### src/rtl/rx_byte_fifo_if.sv
// Bundle of the receiver-side byte strobe, consumer pop port and status outputs
// of rx_byte_fifo. The master modport belongs to the environment driving the FIFO.
interface rx_byte_fifo_if #(
    parameter int AW = 3
);
    logic [7:0]  PDin;
    logic        PDready;
    logic        ParErr;
    logic        RdEn;
    logic        ClrFlags;
    logic [7:0]  Dout;
    logic        DErr;
    logic        Empty;
    logic        Full;
    logic [AW:0] Count;
    logic        Overflow;
    logic [7:0]  ErrCnt;

    modport master (
        output PDin, PDready, ParErr, RdEn, ClrFlags,
        input  Dout, DErr, Empty, Full, Count, Overflow, ErrCnt
    );

    modport slave (
        input  PDin, PDready, ParErr, RdEn, ClrFlags,
        output Dout, DErr, Empty, Full, Count, Overflow, ErrCnt
    );
endinterface

### src/rtl/rx_byte_fifo.sv
// Show-ahead byte FIFO behind the serial receiver: one write per PDready rising
// edge, registered head output, sticky overflow and saturating parity-error count.
module rx_byte_fifo #(
    parameter int DEPTH    = 8,
    parameter int AW       = 3,
    parameter bit DROP_BAD = 1'b0
) (
    input logic           Clk,
    input logic           Rst,
    rx_byte_fifo_if.slave bus
);
    logic [8:0]    mem [DEPTH];

    logic [AW-1:0] wptr_q, wptr_d;
    logic [AW-1:0] rptr_q, rptr_d;
    logic [AW:0]   count_q, count_d;
    logic          pdready_q;
    logic [8:0]    head_q, head_d;
    logic          ovf_q, ovf_d;
    logic [7:0]    errcnt_q, errcnt_d;

    logic wr_evt, bad_evt, store, store_ok, pop, ovf_evt, empty, full;

    always_comb begin
        empty    = (count_q == '0);
        full     = (count_q == (AW+1)'(DEPTH));
        wr_evt   = bus.PDready & ~pdready_q;
        bad_evt  = wr_evt & bus.ParErr;
        store    = wr_evt & ~(DROP_BAD & bus.ParErr);
        pop      = bus.RdEn & ~empty;
        store_ok = store & (~full | pop);
        ovf_evt  = store & full & ~pop;

        wptr_d = store_ok ? wptr_q + 1'b1 : wptr_q;
        rptr_d = pop ? rptr_q + 1'b1 : rptr_q;

        count_d = count_q;
        case ({store_ok, pop})
            2'b10:   count_d = count_q + 1'b1;
            2'b01:   count_d = count_q - 1'b1;
            default: count_d = count_q;
        endcase

        // The incoming byte becomes the head when it lands on the next read slot.
        head_d = '0;
        if (count_d != '0) begin
            if (store_ok && (wptr_q == rptr_d))
                head_d = {bus.ParErr, bus.PDin};
            else
                head_d = mem[rptr_d];
        end

        // A clear is applied first so a same-cycle event survives it.
        ovf_d    = (bus.ClrFlags ? 1'b0 : ovf_q) | ovf_evt;
        errcnt_d = bus.ClrFlags ? 8'd0 : errcnt_q;
        if (bad_evt && errcnt_d != 8'hFF)
            errcnt_d = errcnt_d + 8'd1;
    end

    always_ff @(posedge Clk) begin
        if (store_ok)
            mem[wptr_q] <= {bus.ParErr, bus.PDin};
    end

    always_ff @(posedge Clk) begin
        if (Rst) begin
            wptr_q    <= '0;
            rptr_q    <= '0;
            count_q   <= '0;
            pdready_q <= 1'b0;
            head_q    <= '0;
            ovf_q     <= 1'b0;
            errcnt_q  <= '0;
        end else begin
            wptr_q    <= wptr_d;
            rptr_q    <= rptr_d;
            count_q   <= count_d;
            pdready_q <= bus.PDready;
            head_q    <= head_d;
            ovf_q     <= ovf_d;
            errcnt_q  <= errcnt_d;
        end
    end

    assign bus.Dout     = head_q[7:0];
    assign bus.DErr     = head_q[8];
    assign bus.Empty    = empty;
    assign bus.Full     = full;
    assign bus.Count    = count_q;
    assign bus.Overflow = ovf_q;
    assign bus.ErrCnt   = errcnt_q;
endmodule

### src/flat_wrapper.sv
// flat-port wrapper written by rule: the top's interface ports become plain ports
module rx_byte_fifo_flat 
#(
    parameter int DEPTH    = 8,
    parameter int AW       = 3,
    parameter bit DROP_BAD = 1'b0
)
  (Clk, Rst, bus_PDin, bus_PDready, bus_ParErr, bus_RdEn, bus_ClrFlags, bus_Dout, bus_DErr, bus_Empty, bus_Full, bus_Count, bus_Overflow, bus_ErrCnt);
  rx_byte_fifo_if #(.AW(AW)) bus_i ();
  input logic Clk;
  input logic Rst;
  input wire logic [$bits(bus_i.PDin)-1:0] bus_PDin;
  input wire logic [$bits(bus_i.PDready)-1:0] bus_PDready;
  input wire logic [$bits(bus_i.ParErr)-1:0] bus_ParErr;
  input wire logic [$bits(bus_i.RdEn)-1:0] bus_RdEn;
  input wire logic [$bits(bus_i.ClrFlags)-1:0] bus_ClrFlags;
  output wire logic [$bits(bus_i.Dout)-1:0] bus_Dout;
  output wire logic [$bits(bus_i.DErr)-1:0] bus_DErr;
  output wire logic [$bits(bus_i.Empty)-1:0] bus_Empty;
  output wire logic [$bits(bus_i.Full)-1:0] bus_Full;
  output wire logic [$bits(bus_i.Count)-1:0] bus_Count;
  output wire logic [$bits(bus_i.Overflow)-1:0] bus_Overflow;
  output wire logic [$bits(bus_i.ErrCnt)-1:0] bus_ErrCnt;
  assign bus_i.PDin = bus_PDin;
  assign bus_i.PDready = bus_PDready;
  assign bus_i.ParErr = bus_ParErr;
  assign bus_i.RdEn = bus_RdEn;
  assign bus_i.ClrFlags = bus_ClrFlags;
  assign bus_Dout = bus_i.Dout;
  assign bus_DErr = bus_i.DErr;
  assign bus_Empty = bus_i.Empty;
  assign bus_Full = bus_i.Full;
  assign bus_Count = bus_i.Count;
  assign bus_Overflow = bus_i.Overflow;
  assign bus_ErrCnt = bus_i.ErrCnt;
  rx_byte_fifo #(.DEPTH(DEPTH), .AW(AW), .DROP_BAD(DROP_BAD)) u_core (.Clk(Clk), .Rst(Rst), .bus(bus_i));
endmodule
### config.mk
export PLATFORM = sky130hd
export DESIGN_NAME = rx_byte_fifo_flat
export DESIGN_NICKNAME = d
export VERILOG_FILES = /design/src/rtl/rx_byte_fifo_if.sv /design/src/rtl/rx_byte_fifo.sv /design/src/flat_wrapper.sv
export SDC_FILE = /design/constraint.sdc
export NUM_CORES = 1
export LEC_CHECK = 0
export CAP_MARGIN = 20
export CORE_ASPECT_RATIO = 0.6
export CORE_MARGIN = 4
export CORE_UTILIZATION = 55
export CTS_BUF_LIST = sky130_fd_sc_hd__clkbuf_4
export CTS_CLUSTER_SIZE = 8
export DETAILED_ROUTE_END_ITERATION = 8
export GPL_TIMING_DRIVEN = 0
export PLACE_DENSITY = 0.74
export SYNTH_ARGS = -nofsm -noshare
export SYNTH_HDL_FRONTEND = slang
export SYNTH_SLANG_ARGS = --single-unit
### constraint.sdc
create_clock -name Clk -period 4.05 [get_ports Clk]
set_clock_uncertainty 0.2 [all_clocks]
set_input_delay 1.0125 -clock Clk [delete_from_list [all_inputs] [get_ports Clk]]
set_output_delay 1.0125 -clock Clk [all_outputs]
set_load 0.01 [all_outputs]
Word-level counts from Yosys, hierarchy flattened. Memory sizes are Yosys's and may differ from the RTL's. A register that Yosys moved wholly into a read port is not among the register bits. Index checks and enable logic that the tools add are counted.

Memories: 1. Input port bits: 14. Logic and storage cells: 40. Bits in writable memories: 72. Bits in registers: 20. Output and inout port bits: 24.

Memories: u_core.mem (words 8, width 9, read ports 1, clocked after memory_dff 1, write ports 1, line rx_byte_fifo.sv:12) `logic [8:0] mem [DEPTH];`.

Equality and inequality tests: 4. Muxes and demuxes: 7. Reduce and logical (&&, ||, !) cells: 4. Bitwise logic cells: 13. Add/sub/neg operators: 5.

Operator list (number): $mux W8 (2); $add A8 B1 Y8 const B (1); $ne A8 B8 Y1 const B (1); $pmux W4 S2 (1); $add A3 B1 Y3 const B (2); $and A1 B1 Y1 (6); $not A1 Y1 (5); $add A4 B1 Y4 const B (1); $eq A4 B4 Y1 const B (1); $logic_not A4 Y1 (1); $reduce_bool A4 Y1 (1); $sub A4 B1 Y4 const B (1); $mux W1 (3); $mux W3 (1); $eq A2 B1 Y1 const B (1); $eq A2 B2 Y1 const B (1); $or A1 B1 Y1 (2); $reduce_or A2 Y1 (1); $logic_and A1 B1 Y1 (1).

Depth between registers and ports, before layout.
Depth in word-level cells: 10. Gate-level depth with buffers: 14. Depth with buffers taken out: 13.

Worst setup path after synthesis. OpenSTA, ideal clock, no wires.

Path kind: input to register. Start: input bus_PDready. End: register u_core.head_q[6], read port of u_core.mem. Required time: 3.708 ns. Arrival: 3.498 ns. Stages: 9. Path buffers: 0. Setup slack: 0.210 ns. Library setup time: 0.142 ns. Path through: nor2b_1 -> nor2b_1 -> inv_1 -> ha_1 -> or3_1 -> o32ai_1 -> mux2_2 -> nor4_2 -> nor2_1.

Cells in the longest elaborated chain, start to end: 7. Elaborated cells on any way between the ends: 8. Those cells by class: eq/ne (2); mux (1); bitwise (3); reduce/logical (2).

RTL lines: start, declared (line flat_wrapper.sv:13) `input wire logic [$bits(bus_i.PDready)-1:0] bus_PDready;`; $and A1 B1 Y1 (*) (line rx_byte_fifo.sv:27) `wr_evt = bus.PDready & ~pdready_q;`; $and A1 B1 Y1 (*) (line rx_byte_fifo.sv:31) `store_ok = store & (~full | pop);`; $eq A2 B1 Y1 or $eq A2 B2 Y1 (tied branches) (line rx_byte_fifo.sv:38) `case ({store_ok, pop})`; $pmux W4 S2 (*) (line rx_byte_fifo.sv:38); $reduce_bool A4 Y1 (*) (line rx_byte_fifo.sv:46) `if (count_d != '0) begin`; $not A1 Y1 (no line) (*); $reduce_or A2 Y1 (no line) (*); end, declared (line rx_byte_fifo.sv:18) `logic [8:0] head_q, head_d;`.

Mark *: on every way between the ends. The rest lies on a longest branch, timed or not. A chain may end at the register's enable or synchronous reset.

Final worst setup path.
Start: input bus_PDready. End: register u_core.head_q[0], read port of u_core.mem.

The elaborated chain is that of the path after synthesis.

==> qor.csv <==
stage,metric,value,unit
power_and_ir_drop,leakagePower,1.80,nW
route,viasPerCell,6.42,
finish,drive_gt1_share,13.2,%
placed_design,port_buffers,36,
sta,max_freq,259,MHz
sta,worst_slew_pin_slew,0.962,ns
clock_network,clk_pin_slew_worst_paths,0.13,ns
global_route,grt_pass1_wl,18.1,mm
worst_hold_path,holdCritPathClass,register to register,
synth,synthDistinctLibCells,49,
power_and_ir_drop,ir_worst_vdd,0.000313,V
critical_path,path_class,primary input to register,
route,via_count,3524,
route,antenna_left,0,
placed_design,pre_cts_slack,-1.10,ns
sta,timing.hold.ws,0.377,ns
clock_network,clk_latency,0.45,ns
route,wl_per_cell,21.2,um
status,outcome,"finished, final reports clean",
route,dr.pass1.iters,5,
global_route,antenna_found_initial,0,
synth,synth_nets,402,
critical_path,crit_required,4.21,ns
synth,post-synth-top-area-fraction,45.7,%
sta,setup_slack,0.184,ns
finish,final_common_cell,edfxtp_1,
clock_network,clock_sinks,101,
synth,synth_edf_count,72,
critical_path,cp-end-kind,register,
critical_path,worstPathMaxFanout,9,
finish,multi_input_area,1920,sq um
clock_network,cts_inserted_buffers,9,
die,rows,25,
sta,period_minus_slack,3.87,ns
sta,rsz0062_at_grt,no,
sta,slew_headroom,35.6,%
finish,final_cell_mix,"edfxtp_1, clkdlybuf4s50_1, dfxtp_1",
sta,hold_violations,0,
sta,maxSlewViolCount,0,
die,fp.dieH,79.9,um
route,drt_wl_total,11.6,mm
die,initial_core_util,58.2,%
synth,syn_area,4730,sq um
synth,yosysSeqAreaShare,57.9,%
sta,fin_tns_setup,0,ns
finish,num-fill-cells,603,
synth,yosysWarnings,0,
power_and_ir_drop,power.density,556,nW/um^2
die,die_area,10200,sq um
clock_network,cts_buffer_depth,2,
placed_design,gp_congestion,0.835,
synth,ys_ff_latch,101,
synth,synth_area_per_cell,12.4,sq um
synth,syn_inst,382,
die,die_w,128,um
route,drc,0,
synth,ys.flop_type,edfxtp_1,
sta,setup_viol,0,
clock_network,cts_tree,yes,
synth,yosys-top-cells-area,"edfxtp_1, dfxtp_1, mux2i_1",
synth,yosysTopAreaCell,edfxtp_1,
critical_path,arrival,4.02,ns
finish,final_nets,456,
critical_path,start_kind,primary input,
run,maxCapViolations,0,
global_route,grt_max_degree,16,
route,drt_iter0_markers,479,
placed_design,post-dp-hpwl,8.27,mm
sta,post-route-period-util,95.5,%
clock_network,htreeDepth,3,
finish,diodes,0,
power_and_ir_drop,finalPower,3.05,mW
finish,syn_to_final_growth,15.7,%
global_route,overflow,0,
synth,synthArstFlopShare,0,%
die,io_pins,38,
die,coreArea,8130,sq um
finish,regArea,2740,sq um
finish,final_util,67.4,%
global_route,first_global_vias,3293,
clock_network,cts-root-buf,clkbuf_4,
global_route,grt.total_usage,23.9,%
==> stage by stage <==
stage	area (sq um)	cells
floorplan	4730	382
global placement	5230	526
detailed placement	5290	529
CTS	5440	546
global route	5480	549
finish	5480	549
==> where the power goes <==
part	internal, mW	total (mW)	switching, mW
Clock	0.135	0.446	0.311
Combinational	0.574	1.35	0.775
Sequential	1.19	1.25	0.0567
==> final cells by class <==
| cell class | count | share of cell area [%] |
|---|---|---|
| Sequential cell | 101 | 50.1 |
| Tap cell | 108 | 2.47 |
| Timing Repair Buffer | 43 | 7.77 |
| Buffer | 27 | 2.33 |
| Clock buffer | 11 | 1.51 |
| Clock inverter | 5 | 0.503 |
| Multi-Input combinational cell | 251 | 35.0 |
| Inverter | 3 | 0.320 |
==> layer usage <==
layer  part of all wire [%]  vias to the layer above  global-route usage, %
met3                     11                       16                   7.35
met1                     43                     1736                   35.1
li1                       -                     1598                      -
met2                     44                      174                   34.2
met4                    1.0                        0                   6.36
met5                      0                        -                      0
==> registers in the layout, indices dropped and copies added (netlist names) <==
register             cells
u_core.bus.Count         4
u_core.bus.ErrCnt        8
u_core.bus.Overflow      1
u_core.head_q            9
u_core.mem              72
u_core.pdready_q         1
u_core.rptr_q            3
u_core.wptr_q            3
==> path summary, 6_finish.rpt <==
| check | start | cells past startpoint | endpoint | slack (ns) |
|---|---|---|---|---|
| worst max-delay path | bus_PDready | 14 | u_core.head_q[0] | 0.18 |
| worst min-delay path | u_core.bus.ErrCnt[5] | 2 | u_core.bus.ErrCnt[5] | 0.38 |
| worst max register to register | u_core.bus.Count[1] | 15 | u_core.head_q[0] | 0.29 |
| worst min register to register | u_core.bus.ErrCnt[5] | 2 | u_core.bus.ErrCnt[5] | 0.38 |
==> worst max-delay path: stages <==
cell and delay [ns]:
clkdlybuf4s50_1 0.50, nor2b_1 0.19, nor2b_4 0.24, clkinvlp_4 0.15, ha_1 0.28, xor2_1 0.19
ha_1 0.19, a21oi_1 0.14, xor2_1 0.09, or3_1 0.33, a21oi_2 0.25, nor4_4 0.09
buf_12 0.15, a211oi_2 0.20
==> cell families after synthesis <==
kind of cell,count (synthesis),share of synthesized area (%)
AND/OR/NAND/NOR,96,11.3
AO/OA/AOI/OAI,95,14.1
buffers and inverters,30,2.99
adder cells (fa/ha/maj),6,1.59
multiplexers,35,8.54
flip-flops,101,57.9
XOR/XNOR,19,3.51
==> cells in the mapped netlist (all sizes together), types with 11 or more instances <==
| cell type | n |
|---|---|
| edfxtp | 72 |
| dfxtp | 29 |
| mux2i | 28 |
| nor2 | 25 |
| o22ai | 23 |
| nor2b | 20 |
| a211oi | 16 |
| a21oi | 15 |
| buf | 14 |
| clkbuf | 13 |
| nand2 | 11 |
==> repair_timing <==
action | 4_1_cts | 5_1_grt
hold buffers | 0 | 0
endpoints found under the setup margin | 9 | 8
gates resized for setup | 4 | 4
pin swaps | 1 | 0
buffers inserted | 1 | 3
hold endpoints to repair | 0 | 0
Power figures use the tool's default switching activity.
